<file path="src/rtl/core_pkg.sv">
// rtl/core_pkg.sv - shared core widths and register-file constants
package core_pkg;

    localparam int XLEN  = 32;
    localparam int NREGS = 32;
    localparam int AW    = $clog2(NREGS);

    localparam logic [AW-1:0] REG_ZERO = '0;

endpackage

</file>
<file path="src/rtl/reg_scoreboard.sv">
// rtl/reg_scoreboard.sv - per-register pending bits with busy lookup for two read ports
module reg_scoreboard #(
    parameter int NREGS  = 32,
    parameter int AW     = $clog2(NREGS),
    parameter bit BYPASS = 1'b1
) (
    input  logic          clk,
    input  logic          rst_n,
    input  logic          we_rf,
    input  logic [AW-1:0] a3,
    input  logic          issue_valid,
    input  logic [AW-1:0] issue_rd,
    input  logic [AW-1:0] a1,
    input  logic [AW-1:0] a2,
    output logic          busy1,
    output logic          busy2,
    output logic          any_busy
);
    import core_pkg::*;

    localparam logic [AW-1:0] ZERO_ADDR = AW'(REG_ZERO);

    logic [NREGS-1:0] pend_q;
    logic [NREGS-1:0] pend_d;

    // Next pending state: writeback clears first, so a same-cycle issue to the same register wins.
    always_comb begin
        pend_d = pend_q;
        if (we_rf) begin
            pend_d[a3] = 1'b0;
        end
        if (issue_valid && (issue_rd != ZERO_ADDR)) begin
            pend_d[issue_rd] = 1'b1;
        end
        pend_d[0] = 1'b0;
    end

    // Pending register; asynchronous reset drops every outstanding producer.
    always_ff @(posedge clk or negedge rst_n) begin
        if (!rst_n) begin
            pend_q <= '0;
        end else begin
            pend_q <= pend_d;
        end
    end

    // Busy lookup: a writeback landing this cycle hides busy only when it is also forwarded.
    always_comb begin
        busy1    = pend_q[a1] && !(BYPASS && we_rf && (a3 == a1));
        busy2    = pend_q[a2] && !(BYPASS && we_rf && (a3 == a2));
        any_busy = |pend_q;
    end

endmodule

</file>
<file path="src/rtl/regfile_sb.sv">
// rtl/regfile_sb.sv - integer register file with write bypass and pending scoreboard
module regfile_sb #(
    parameter int XLEN   = core_pkg::XLEN,
    parameter int NREGS  = core_pkg::NREGS,
    parameter int AW     = $clog2(NREGS),
    parameter bit BYPASS = 1'b1
) (
    input  logic            clk,
    input  logic            rst_n,
    input  logic            we_rf,
    input  logic [AW-1:0]   a3,
    input  logic [XLEN-1:0] wd,
    input  logic [AW-1:0]   a1,
    input  logic [AW-1:0]   a2,
    output logic [XLEN-1:0] rd1,
    output logic [XLEN-1:0] rd2,
    input  logic            issue_valid,
    input  logic [AW-1:0]   issue_rd,
    output logic            busy1,
    output logic            busy2,
    output logic            any_busy
);
    import core_pkg::*;

    localparam logic [AW-1:0] ZERO_ADDR = AW'(REG_ZERO);

    logic [XLEN-1:0] regs_q [NREGS];
    logic [XLEN-1:0] regs_d [NREGS];

    // Next storage state: only a non-zero writeback address updates a register.
    always_comb begin
        regs_d = regs_q;
        if (we_rf && (a3 != ZERO_ADDR)) begin
            regs_d[a3] = wd;
        end
        regs_d[0] = '0;
    end

    // Storage flops; asynchronous reset clears every register, so no write lands while reset is low.
    always_ff @(posedge clk or negedge rst_n) begin
        if (!rst_n) begin
            for (int i = 0; i < NREGS; i++) begin
                regs_q[i] <= '0;
            end
        end else begin
            regs_q <= regs_d;
        end
    end

    // Read ports: x0 and reset read zero; same-cycle writeback is forwarded when bypass is enabled.
    always_comb begin
        rd1 = '0;
        rd2 = '0;
        if (rst_n && (a1 != ZERO_ADDR)) begin
            rd1 = (BYPASS && we_rf && (a3 == a1)) ? wd : regs_q[a1];
        end
        if (rst_n && (a2 != ZERO_ADDR)) begin
            rd2 = (BYPASS && we_rf && (a3 == a2)) ? wd : regs_q[a2];
        end
    end

    reg_scoreboard #(
        .NREGS  (NREGS),
        .AW     (AW),
        .BYPASS (BYPASS)
    ) u_scoreboard (
        .clk         (clk),
        .rst_n       (rst_n),
        .we_rf       (we_rf),
        .a3          (a3),
        .issue_valid (issue_valid),
        .issue_rd    (issue_rd),
        .a1          (a1),
        .a2          (a2),
        .busy1       (busy1),
        .busy2       (busy2),
        .any_busy    (any_busy)
    );

endmodule
</file>
<file path="config.mk">
export PLATFORM = sky130hd
export DESIGN_NAME = regfile_sb
export DESIGN_NICKNAME = d
export VERILOG_FILES = /design/src/rtl/core_pkg.sv /design/src/rtl/reg_scoreboard.sv /design/src/rtl/regfile_sb.sv
export SDC_FILE = /design/constraint.sdc
export NUM_CORES = 2
export LEC_CHECK = 0
export CORE_MARGIN = 1.5
export CORE_UTILIZATION = 57
export DETAILED_ROUTE_END_ITERATION = 6
export HOLD_SLACK_MARGIN = 0.12
export PLACE_DENSITY = 0.76
export SLEW_MARGIN = 20
export SYNTH_ARGS = -nofsm -noshare
export SYNTH_HDL_FRONTEND = slang
export SYNTH_SLANG_ARGS = --single-unit
</file>
<file path="constraint.sdc">
create_clock -name clk -period 2.25 [get_ports clk]
set_input_delay 0.225 -clock clk [delete_from_list [all_inputs] [get_ports clk]]
set_output_delay 0.225 -clock clk [all_outputs]
set_load 0.03 [all_outputs]
</file>
# Word-level counts from Yosys, hierarchy flattened
# Cells that the tools add are included.
# op_classes
n_lt_le_gt_ge	10
eq_ne	2
muxes	23
bitwise_logic	6
reduce_logical	18
# ops
operator	count
$bwmux W1024	1
$mux W32	11
$bmux W32 S5	2
$demux W32 S5	1
$and A32 B32 Y32	1
$not A32 Y32	1
$or A32 B32 Y32	1
$reduce_or A31 Y1	1
$lt A5 B6 Y1 const B	4
$reduce_bool A5 Y1	4
$ge A6 B6 Y1 const B	3
$not A5 Y6	3
$logic_and A1 B1 Y1	11
$bmux W1 S5	2
$demux W1 S5	2
$eq A5 B5 Y1	2
$ge A5 B1 Y1 const B	2
$lt A6 B1 Y1 const B	1
$mux W1	4
$logic_not A1 Y1	2
# totals
register_bits	1023
input_bits	56
output_inout_bits	67
elab_cells	91

# Longest topological paths before layout
# logic_depth
ltp_word	9
mapped_depth	11
mapped_depth_nobuf	5

# Modules after synthesis
# From an unflattened synthesis, not the netlist that was laid out.
# hier_totals
cells_unflattened	3992
hier_area_um2	56307.8
# by_module_without_submodules
mod	instances	cells_each	area_each_um2	seq_area_each_um2
regfile_sb	1	3792	54274.6	24823.8
reg_scoreboard	1	200	2033.2	775.7

# Worst setup path after synthesis
# OpenSTA, ideal clock, no wires.
# synth_timing
path_kind	input to output
start	in a1[0]
end	out rd1[27]
arrival_ps	2296
t_required_ps	2025
path_slack_ps	-271
path_stages	9
n_path_buf	5
path_cell_list	buf_6 buf_6 buf_6 buf_6 buf_6 a221oi_1 a2111oi_0 a221oi_1 a211oi_1
# synth_via
elab_chain_len	6
word_cells_on_any_way	10
classes_between	1 x eq/ne; 5 x mux; 1 x bitwise; 3 x reduce/logical
# synth_lines
item	line	text
start, declared	regfile_sb.sv:13	input logic [AW-1:0] a1,
$not A5 Y6 (implied by the code)	regfile_sb.sv:55	rd1 = (BYPASS && we_rf && (a3 == a1)) ? wd : regs_q[a1];
$bmux W32 S5	regfile_sb.sv:55	
$mux W32 (implied by the code) (2 in series)	regfile_sb.sv:55	
$mux W32	regfile_sb.sv:55	
$mux W32 *	regfile_sb.sv:54	if (rst_n && (a1 != ZERO_ADDR)) begin
end, declared	regfile_sb.sv:15	output logic [XLEN-1:0] rd1,
# Every way passes the cells marked *; elsewhere a longest branch is shown, timed or not. The select of a mux whose other input is x is not followed.

# Worst setup path after layout
# layout_timing
start	reg regs_q[782] (netlist name)
end	out rd1[14]
# layout_via
elab_chain_len	5
# layout_lines
item	line	text
start, declared	regfile_sb.sv:27	logic [XLEN-1:0] regs_q [NREGS];
start signal, assigned	regfile_sb.sv:46	regs_q <= regs_d;
$bmux W32 S5	regfile_sb.sv:55	
$mux W32 (implied by the code) (2 in series)	regfile_sb.sv:55	
$mux W32	regfile_sb.sv:55	
$mux W32	regfile_sb.sv:54	
# No other way between the ends. The select of a mux whose other input is x is not followed.

==> impl_metrics.tcl <==
set metrics [dict create \
    maxCapViolations 0 \
    antenna_found_initial 12 \
    core_area_sq_um 96900 \
    vias 41608 \
    synth_cell_types 60 \
    dieArea_sq_um 99900 \
    ys_ff_latch 1023 \
    syn-cell-area_sq_um 55900 \
    antenna_left 0 \
    grt_usage_pct 39.5 \
    post-dp-hpwl_mm 128 \
    period_needed_ns 2.93 \
    finish.net_count 4430 \
    power-per-cell-area_nw_per_um2 838 \
    finalHoldViolCount 0 \
    slew_headroom_pct 36.7 \
    cts_tree "built" \
    drc_errors 20 \
    rows 114 \
    htreeDepth 3 \
    ios 123 \
    fin_crit_sh_pct 130 \
    violations "design-rule violations, negative setup slack" \
    ff_latch_area_sq_um 25600 \
    syn-mean-instance-area_sq_um 14.4 \
    synth_edf_count 0 \
    drive_gt1_share_pct 59.5 \
    ys_warn_count 0 \
    maxSlewViolCount 0 \
    synth_flop_cell "dfrtp_1" \
    layout_setup_ws_ns -0.676 \
    cts_root_buf "clkbuf_16" \
    synth-seq-area-share_pct 45.8 \
    routed_via_density 7.25 \
    vdd_drop_max_mv 0.614 \
    syn_to_final_growth_pct 25.2 \
    async_reset_ff_share_pct 100 \
    skew_ns 0 \
    finalPower_mw 58.7 \
    drt-total-wl_mm 197 \
    start_kind "register" \
    place.gp.congestion 0.952 \
    cts.clk_slew.worst_paths_ns 0.06 \
    grt_max_degree 155 \
    n_fill_cell 5897 \
    outcome "finished with violations" \
    io_buffers 122 \
    cts_num_sinks 1023 \
    path_max_fanout 2 \
    first_global_vias 42343 \
    grt.overflow.total 0 \
    clock_path_buffers 3 \
    multi_input_area_sq_um 30000 \
    cp_data_arrival_time_ns 2.70 \
    setup_tns_ns -31.09 \
    first_pass_iters 7 \
    drtIter0Drc 5506 \
    syn_nets 3944 \
    wl_per_cell_um 34.3 \
    fmax_mhz 342 \
    rsz0062_at_grt "yes" \
    fin_cells 5737 \
    grt_first_pass_wirelength_mm 287 \
    worstPathRequired_ns 2.03 \
    die_x_um 316 \
    die_h_um 316 \
    initial_utilization_pct 57.7 \
    dp.cells 5456 \
    crit_path_end_kind "output port" \
    tightest_slew_ns 0.949 \
    clkLatencyLatePin_ns 0.68 \
    crit_type "reg2out" \
    cts_buffers 108 \
    syn_inst 3888 \
    holdCritPathClass "in2reg" \
    finalSetupViolCount 67 \
    p_leak_nw 30.3 \
]
## layout by cell type (no fill, tap or decap), types with 11 or more instances in the layout
cell	count
a221oi_2	28
nand2_2	22
clkbuf_1	19
a221oi_1	29
a31oi_1	12
o22a_1	15
buf_4	504
nor2_4	17
a22o_1	42
mux2_2	1057
a22oi_2	16
clkbuf_8	21
o221ai_1	23
nor3_2	19
nand2_1	27
o22ai_1	17
buf_6	13
clkinv_2	14
nor3_1	17
nor4_1	11
mux2i_1	164
dfrtp_1	1023
a22oi_1	24
bufinv_16	16
a211oi_2	16
nor2b_1	46
clkdlybuf4s50_1	38
buf_12	220
a211oi_1	46
nor2_1	69
mux4_2	413
a21oi_1	12
clkbuf_16	111
a221o_1	32
o21ai_0	50
## synthesized netlist by cell type (all sizes together), types with 14 or more instances
| cell | instances | area (sq um) |
|---|---|---|
| o221ai | 23 | 201 |
| a22oi | 40 | 300 |
| mux2i | 171 | 1710 |
| nor3 | 46 | 240 |
| nand2 | 49 | 184 |
| nor2 | 92 | 358 |
| clkbuf | 218 | 818 |
| a21oi | 24 | 120 |
| o22ai | 28 | 175 |
| nor2b | 56 | 350 |
| o21ai | 61 | 305 |
| a22o | 45 | 394 |
| mux2 | 1066 | 12000 |
| mux4 | 413 | 9300 |
| o32ai | 15 | 131 |
| o22a | 15 | 131 |
| a221oi | 58 | 508 |
| buf | 202 | 1140 |
| a311oi | 14 | 123 |
| dfrtp | 1023 | 25600 |
| a221o | 34 | 340 |
| a211oi | 64 | 480 |
| nor4 | 19 | 119 |
## sequential cells by signal, summed over array words and instances (netlist names)
name / count
u_scoreboard.pend_q: 31
regs_q: 992
## routing by layer
layer  GRT usage [%]  share of wire [%]  up-vias
li1                -                  -    16165
met4            21.4                6.4       18
met2            56.8                 44     2912
met1            53.6                 37    21718
met3            12.9                 13      795
met5               0              0.069        -
## worst max-delay path, stage by stage, from the launching register on
cell     delay, ns
dfrtp_1       0.40
mux4_2        0.47
nor2b_1       0.13
nor3_1        0.06
a221o_1       0.39
a221o_2       0.41
buf_12        0.15
## repair_timing
action                     in CTS  in global routing
setup endpoints to repair      67                137
setup buffers                  71                 28
pin swaps                     117                 37
hold endpoints to repair      249                  0
gates resized for setup       177                 50
hold buffers                    1                  0
## logic make-up (layout without fill, tap and decap cells)
| family | count (synthesis) | in the layout | share of synthesized area [%] |
|---|---|---|---|
| XOR/XNOR | 10 | 10 | 0.157 |
| other | 0 | 4 | 0 |
| AO/OA/AOI/OAI | 457 | 457 | 6.35 |
| multiplexers | 1650 | 1650 | 41.2 |
| buffers and inverters | 431 | 1000 | 3.58 |
| AND/OR/NAND/NOR | 317 | 317 | 2.92 |
| flip-flops | 1023 | 1023 | 45.8 |
## report_power, final
group,internal (mW),switching [mW],total (mW)
Sequential,22.0,2.81,24.9
Combinational,8.54,6.11,14.7
Clock,11.4,7.71,19.2
Total,42.0,16.6,58.7
## metrics by stage
stage                     worst slack (ns)  hold WS, ns  cell area (sq um)  util [%]
final                               -0.676        0.307              70000      72.3
after global routing                -0.720        0.296              70000      72.3
after CTS                           -0.687        0.279              69500      71.8
after detailed placement            -0.744        0.309              64400      66.5
after global placement              -0.747        0.301              64400      66.5
after floorplan                    -0.0974      -0.0706              56400         -
## worst paths after layout
kind | slack, ns | cells past startpoint | start | end
setup reg to reg | 1.22 | 3 | regs_q[811] | regs_q[811]
min in group asynchronous | 0.54 | 3 | rst_n | regs_q[513]
setup / recovery | -0.68 | 6 | regs_q[782] | rd1[14]
hold reg to reg | 0.52 | 1 | regs_q[627] | regs_q[627]
max in group asynchronous | 0.27 | 4 | rst_n | regs_q[784]
hold / removal | 0.31 | 2 | wd[23] | regs_q[567]
## area by class of cell
cell class,instances,area share (%)
multi-input cells,2434,42.8
flip-flops and latches,1023,36.6
repair buffers,796,12.9
clock buffers,150,4.45
well taps,1276,2.28
clock inverters,43,0.944
inverters,11,0.0626
diodes,4,0.0143
(Power assumes the default switching activity.)
